[src/rtl/bcd_pkg.sv]
// Shared types and constants for the serial BCD subtractor.
package bcd_pkg;

  localparam int BCD_W     = 4;
  localparam int BCD_RADIX = 10;

  typedef enum logic [1:0] {
    IDLE = 2'd0,
    SUB  = 2'd1,
    FIX  = 2'd2,
    DONE = 2'd3
  } state_e;

  function automatic logic is_bcd_digit(input logic [BCD_W-1:0] dig);
    return dig < BCD_W'(BCD_RADIX);
  endfunction

endpackage

[src/rtl/bcd_digit_sub.sv]
// One BCD digit subtract with borrow: d = x - y - bin, wrapped into 0..9 on borrow.
module bcd_digit_sub
  import bcd_pkg::*;
(
  input  logic [BCD_W-1:0] x,
  input  logic [BCD_W-1:0] y,
  input  logic             bin,
  output logic [BCD_W-1:0] d,
  output logic             bout
);

  // x - y - bin spans -16..15, so one extra bit holds the full signed range
  logic signed [BCD_W:0] t;

  always_comb begin
    t    = $signed({1'b0, x}) - $signed({1'b0, y}) - $signed({{BCD_W{1'b0}}, bin});
    bout = t[BCD_W];
    d    = t[BCD_W-1:0] + (bout ? BCD_W'(BCD_RADIX) : '0);
  end

endmodule

[src/rtl/bcd_serial_subtractor.sv]
// Digit-serial BCD subtractor producing sign/magnitude of a-b, LSD first.
// Define BCD_SUB_CHECK_EN to reject operands containing non-BCD digits (err=1).
module bcd_serial_subtractor
  import bcd_pkg::*;
#(
  parameter int NDIGITS = 4
) (
  input  logic                     clk,
  input  logic                     rst_n,
  input  logic                     start,
  input  logic [BCD_W*NDIGITS-1:0] a,
  input  logic [BCD_W*NDIGITS-1:0] b,
  output logic [BCD_W*NDIGITS-1:0] diff,
  output logic                     neg,
  output logic                     busy,
  output logic                     done,
  output logic                     err
);

  localparam int W     = BCD_W * NDIGITS;
  localparam int CNT_W = $clog2(NDIGITS) + 1;
  localparam logic [CNT_W-1:0] LAST = CNT_W'(NDIGITS - 1);

  state_e           state_q, state_d;
  logic [W-1:0]     a_q, a_d, b_q, b_d, res_q, res_d;
  logic [CNT_W-1:0] cnt_q, cnt_d;
  logic             borrow_q, borrow_d;
  logic             neg_q, neg_d;
  logic [31:0]      idx;
  logic [BCD_W-1:0] x_sel, y_sel, dig_d;
  logic             dig_bout;

`ifdef BCD_SUB_CHECK_EN
  logic err_q, err_d;

  function automatic logic has_invalid(input logic [W-1:0] v);
    logic bad;
    bad = 1'b0;
    for (int i = 0; i < NDIGITS; i++) begin
      if (!is_bcd_digit(v[i*BCD_W +: BCD_W])) bad = 1'b1;
    end
    return bad;
  endfunction
`endif

  assign idx = 32'(cnt_q);

  // FIX reuses the same digit subtractor as 0 - r_i - borrow
  always_comb begin
    x_sel = (state_q == FIX) ? '0 : a_q[idx*BCD_W +: BCD_W];
    y_sel = (state_q == FIX) ? res_q[idx*BCD_W +: BCD_W] : b_q[idx*BCD_W +: BCD_W];
  end

  bcd_digit_sub u_digit (
    .x    (x_sel),
    .y    (y_sel),
    .bin  (borrow_q),
    .d    (dig_d),
    .bout (dig_bout)
  );

  always_comb begin
    state_d  = state_q;
    a_d      = a_q;
    b_d      = b_q;
    res_d    = res_q;
    cnt_d    = cnt_q;
    borrow_d = borrow_q;
    neg_d    = neg_q;
`ifdef BCD_SUB_CHECK_EN
    err_d    = err_q;
`endif
    case (state_q)
      IDLE: begin
        if (start) begin
          a_d      = a;
          b_d      = b;
          cnt_d    = '0;
          borrow_d = 1'b0;
          neg_d    = 1'b0;
          state_d  = SUB;
`ifdef BCD_SUB_CHECK_EN
          err_d    = 1'b0;
          if (has_invalid(a) || has_invalid(b)) begin
            res_d   = '0;
            err_d   = 1'b1;
            state_d = DONE;
          end
`endif
        end
      end
      SUB, FIX: begin
        res_d[idx*BCD_W +: BCD_W] = dig_d;
        borrow_d = dig_bout;
        if (cnt_q == LAST) begin
          cnt_d    = '0;
          borrow_d = 1'b0;
          if (state_q == FIX) begin
            neg_d   = 1'b1;
            state_d = DONE;
          end else begin
            // a final borrow means a<b: the stored digits are the ten's complement
            state_d = dig_bout ? FIX : DONE;
          end
        end else begin
          cnt_d = cnt_q + 1'b1;
        end
      end
      DONE:    state_d = IDLE;
      default: state_d = IDLE;
    endcase
  end

  always_ff @(posedge clk or negedge rst_n) begin
    if (!rst_n) begin
      state_q  <= IDLE;
      a_q      <= '0;
      b_q      <= '0;
      res_q    <= '0;
      cnt_q    <= '0;
      borrow_q <= 1'b0;
      neg_q    <= 1'b0;
    end else begin
      state_q  <= state_d;
      a_q      <= a_d;
      b_q      <= b_d;
      res_q    <= res_d;
      cnt_q    <= cnt_d;
      borrow_q <= borrow_d;
      neg_q    <= neg_d;
    end
  end

`ifdef BCD_SUB_CHECK_EN
  always_ff @(posedge clk or negedge rst_n) begin
    if (!rst_n) err_q <= 1'b0;
    else        err_q <= err_d;
  end
  assign err = err_q;
`else
  assign err = 1'b0;
`endif

  assign diff = res_q;
  assign neg  = neg_q;
  assign busy = (state_q == SUB) || (state_q == FIX);
  assign done = (state_q == DONE);

endmodule

[config.mk]
export PLATFORM = sky130hd
export DESIGN_NAME = bcd_serial_subtractor
export DESIGN_NICKNAME = d
export VERILOG_FILES = /design/src/rtl/bcd_pkg.sv /design/src/rtl/bcd_digit_sub.sv /design/src/rtl/bcd_serial_subtractor.sv
export SDC_FILE = /design/constraint.sdc
export NUM_CORES = 1
export LEC_CHECK = 0
export BUFFER_PORTS_ARGS = -buffer_cell sky130_fd_sc_hd__buf_2
export CORE_MARGIN = 2
export CORE_UTILIZATION = 30
export DETAILED_ROUTE_END_ITERATION = 8
export GPL_TIMING_DRIVEN = 0
export PLACE_DENSITY_LB_ADDON = 0.05
export REMOVE_ABC_BUFFERS = 1
export SYNTH_ARGS = -nofsm -noshare
export SYNTH_HDL_FRONTEND = slang
export SYNTH_SLANG_ARGS = --single-unit
[constraint.sdc]
create_clock -name clk -period 4.66 [get_ports clk]
set_input_delay 1.165 -clock clk [delete_from_list [all_inputs] [get_ports clk]]
set_output_delay 1.165 -clock clk [all_outputs]
set_load 0.01 [all_outputs]
# == Yosys cells after proc, flatten, opt, wreduce, memory -nomap -nowiden ==
# Cells that the tools add are included.
# totals
reg_bits,55
input_bits,35
out_inout_bits,20
elab_cells,50
# op_classes
add_sub_neg,5
eq_ne,7
shift,5
n_mux,18
reduce_logical,8
# ops
op,count
variable part select 16 x 6 -> 4 bit,3
negator 5 -> 34 bit,1
variable shift 4 x 34 -> 16 bit (first input constant),1
variable part select 4 x 34 -> 16 bit,1
bitwise mux 16 bit,1
2-to-1 mux 4 bit,3
2-to-1 mux 1 bit,6
2-to-1 mux 3 bit,2
!= test 2 bit (second input constant),3
case mux 2 bit (3 select lines),1
case mux 3 bit (2 select lines),1
AND reduction 2 bit,3
subtractor 4 x 4 -> 5 bit,1
subtractor 5 x 2 -> 5 bit,1
adder 4 bit,1
== test 2 bit (second input constant),2
2-to-1 mux 2 bit,2
case mux 1 bit (2 select lines),2
AND reduction 4 bit,1
adder 3 x 1 -> 3 bit (second input constant),1
== test 3 x 2 -> 1 bit (second input constant),1
== test 2 x 1 -> 1 bit (second input constant),1
logical NOT 2 bit,1
nonzero test 2 bit,1
other kinds (2),2

# == Depth between registers and ports, before layout ==
# depth
word_depth,8
ltp_mapped,18
ltp_nobuf,17

# == By module ==
# Synthesis repeated with hierarchy kept, for this count alone.
# unflattened
cells_unflattened,228
hier_area_um2,2992.9
# modules_own_cells
mod,instances,cells_per_inst,area_per_inst_um2,seq_area_each_um2
bcd_serial_subtractor,1,198,2728.9,1376.3
bcd_digit_sub,1,30,264.0,0.0

# == Worst setup path before layout ==
# No wires, ideal clock.
# synth_path
path_kind,register to register
start,reg cnt_q[0]
end,reg res_q[3] (netlist: diff[3])
setup_time_ns,0.125
arrival_time_ns,3.721
required_ns,4.535
path_slack_ns,0.814
stages_incl_launch_ff,16
path_buffers,2
period_less_slack_ns,3.846
path_cell_list,dfrtp_1 -> buf_6 -> clkbuf_1 -> mux4_2 -> and2_1 -> fa_1 -> inv_1 -> fa_1 -> and3b_1 -> a2bb2oi_1 -> nor2_1 -> ha_1 -> xor2_1 -> xnor2_1 -> xnor2_1 -> mux2_2
# synth_between
elab_chain_cells,8
elab_cells_between_ends,13
classes_between,4 x add/sub; 5 x shift; 4 x mux
# synth_rtl
element,line,source
from (decl),bcd_serial_subtractor.sv:26,"logic [CNT_W-1:0] cnt_q, cnt_d;"
from (signal assigned),bcd_serial_subtractor.sv:128,cnt_q <= cnt_d;
variable part select 16 x 6 -> 4 bit (on tied branches),"bcd_serial_subtractor.sv:50, bcd_serial_subtractor.sv:51",
2-to-1 mux 4 bit (on tied branches),"bcd_serial_subtractor.sv:50, bcd_serial_subtractor.sv:51",
subtractor 4 x 4 -> 5 bit,bcd_digit_sub.sv:16,"t = $signed({1'b0, x}) - $signed({1'b0, y}) - $signed({{BCD_W{1'b0}}, bin});"
subtractor 5 x 2 -> 5 bit,bcd_digit_sub.sv:16,
2-to-1 mux 4 bit,bcd_digit_sub.sv:18,d = t[BCD_W-1:0] + (bout ? BCD_W'(BCD_RADIX) : '0);
adder 4 bit,bcd_digit_sub.sv:18,
variable part select 4 x 34 -> 16 bit,bcd_serial_subtractor.sv:93,res_d[idx*BCD_W +: BCD_W] = dig_d;
bitwise mux 16 bit *,bcd_serial_subtractor.sv:93,
to (signal assigned),bcd_serial_subtractor.sv:127,res_q <= res_d;
to (decl),bcd_serial_subtractor.sv:25,"logic [W-1:0] a_q, a_d, b_q, b_d, res_q, res_d;"
# Mark *: on every way between the ends. The rest lies on a longest branch, timed or not.
# A chain may end at the register's enable or synchronous reset.

# == Worst setup path in the final report ==
# Same ends and word-level chain as after synthesis.

==> qor.txt <==
Status = finished clean
Worst min-delay path class = reg2reg
Final setup vio count = 0
Primary FF master, synth = dfrtp_1
Tmin final = 4330 ps
Worst rel slew slack = 0.142
Global-route wire length before repair = 10500 microns
Final instance area = 3360 sq um
Post-route ant nets = 0
Via density = 4.71
Final Util = 0.362
Max clock buf depth = 2
Startpoint types = flop
CTS clk-pin slew, worst paths = 100 ps
Antenna cells = 0
Final wirelength = 6520 microns
Kind of critical path = reg2reg
GRT overflow = 0
Slew at the pin with the worst max-slew slack = 1250 ps
Max cap viols = 0
Setup Buffers After CTS = 0
Final period utilization = 0.928
Pin count of the biggest net entering global routing = 56
Die Wd = 102 microns
DIE HEIGHT = 102 microns
EDFF count, synth = 0
Cells after Synth = 230
Ratio of cells with drive above 1 in the final layout = 0.374
Critical path arrival = 4580 ps
Critical Path RT = 4910 ps
Yosys warning total = 0
H-Tree Depth = 2
RSZ-0062 raised after global routing = false
Clock buffer count from CTS = 5
Port buffer count = 53
Final hold slack = 503 ps
Total track usage = 0.133
Dpl hpwl = 4530 microns
Pre-antenna DRT Iters = 4
Later-pin clock latency in the skew report = 310 ps
Post-synthesis register bit count = 55
DRC Markers = 0
Synth unique cells = 37
Final GP Congestion = 0.756
Fmax = 0.231 GHz
First-iteration detailed-routing DRC count = 73
Layout Cells excl Fill = 410
Clk sink count = 55
Element type at the critical path end = flop
Starting density of the core = 0.310
Fin. Hold Viols = 0
Async SR Flop Fraction = 1.00
Avg Cell Area, Syn = 12.5 sq um
CP max FO = 22
Count of pins over their slew limit = 0
Vias in the first global route = 2093
CORE AREA = 9280 sq um
Root buf cell = clkbuf_8
Initial antenna violation count = 0
Clock Skew = 10.1 ps
Mapped cell area = 2880 sq um
Num rows = 35
DR WL/cell = 15.9 microns
Post-synthesis sequential area ratio = 0.478
Placed cells = 402
Area Overhead vs Synth = 16.7%
IO Count = 55
Die area = 10400 sq um
Vias = 1930
Nets = 331
Placed Area = 3260 sq um
CTS tree = built
[cell families (layout without fill, tap and decap cells)]
group                    Yosys count  count (layout)  synth area share
buffers and inverters             23              74            0.0343
flip-flops                        55              55             0.478
XOR/XNOR                           5               5            0.0152
adder cells (fa/ha/maj)           16              16            0.0748
AND/OR/NAND/NOR                   51              51            0.0752
multiplexers                      50              50             0.252
other                              1               1           0.00130
AO/OA/AOI/OAI                     29              29            0.0691
[area by class of cell]
type                    instances  area (sq um)
clock buffers                   7          86.3
clock inverters                 1          8.76
fillers                       991          5920
inverters                      13          48.8
multi-input cells             152          1410
flip-flops and latches         55          1380
well taps                     129           161
repair buffers                 53           268
[flip-flops by register name (all words and copies together) (netlist names)]
signal and count:
diff 16, borrow_q 1, a_q 16, cnt_q 3
neg 1, b_q 16, state_q 2
[layer usage]
metal | wire (microns) | up-vias | global-route usage
li1 | - | 917 | -
met1 | 3050 | 977 | 0.170
met2 | 3240 | 34 | 0.232
met3 | 187 | 2 | 0.0226
met4 | 42 | 0 | 0.0410
met5 | 0 | - | 0
[worst max-delay path, cell delays in order, from the launching register on]
cell	delay (ps)
dfrtp_2	770
mux4_1	630
nand2_1	90
nand2_1	70
nand2_1	90
fa_1	210
inv_1	60
fa_1	450
a21bo_2	240
a2bb2oi_1	420
nor2_1	90
ha_1	200
xor2_1	150
xnor2_1	140
xnor2_1	410
mux2_2	230
[metrics by stage]
| step | setup TNS [ps] | worst slack (ps) |
|---|---|---|
| after floorplan | 0 | 780 |
| after global placement | -265 | -97.7 |
| after detailed placement | -116 | -61.7 |
| after CTS | 0 | 234 |
| after global routing | 0 | 19.2 |
| final | 0 | 334 |
[worst paths after layout]
kind | startpoint | to | slack (ps) | cells after the start
worst min-delay path | borrow_q | borrow_q | 500 | 2
worst max-delay path | cnt_q[0] | diff[3] | 330 | 15
worst min register to register | borrow_q | borrow_q | 500 | 2
worst max register to register | cnt_q[0] | diff[3] | 330 | 15
max in group asynchronous | rst_n | cnt_q[0] | 3250 | 1
min in group asynchronous | rst_n | state_q[0] | 910 | 1
[cells in the mapped netlist, drive strengths merged (2+ instances only)]
cell type	number	area share
ha	14	0.061
clkbuf	4	0.0052
dfrtp	55	0.48
o21ai	12	0.021
xnor2	4	0.012
buf	6	0.012
nand3	5	0.0087
nor2	9	0.012
fa	2	0.014
mux2i	2	0.0070
inv	13	0.017
mux2	36	0.14
a21oi	4	0.0070
nand2	30	0.039
a22o	5	0.015
mux4	12	0.10
[layout by cell type, fill, tap and decap left out, drive strengths merged, types with 2 or more instances in the layout]
cell / n
a21oi: 4
a22o: 5
buf: 53
clkbuf: 7
dfrtp: 55
fa: 2
ha: 14
inv: 13
mux2: 36
mux2i: 2
mux4: 12
nand2: 30
nand3: 5
nor2: 9
o21ai: 12
xnor2: 4
[timing repair]
item,CTS,global route
resized for setup,1,1
hold buffers,0,0
setup endpoints to repair,4,4
Power is left out: the tool's default activity adds up to more than one toggle a clock period on the data nets, which glitch-free logic cannot reach.
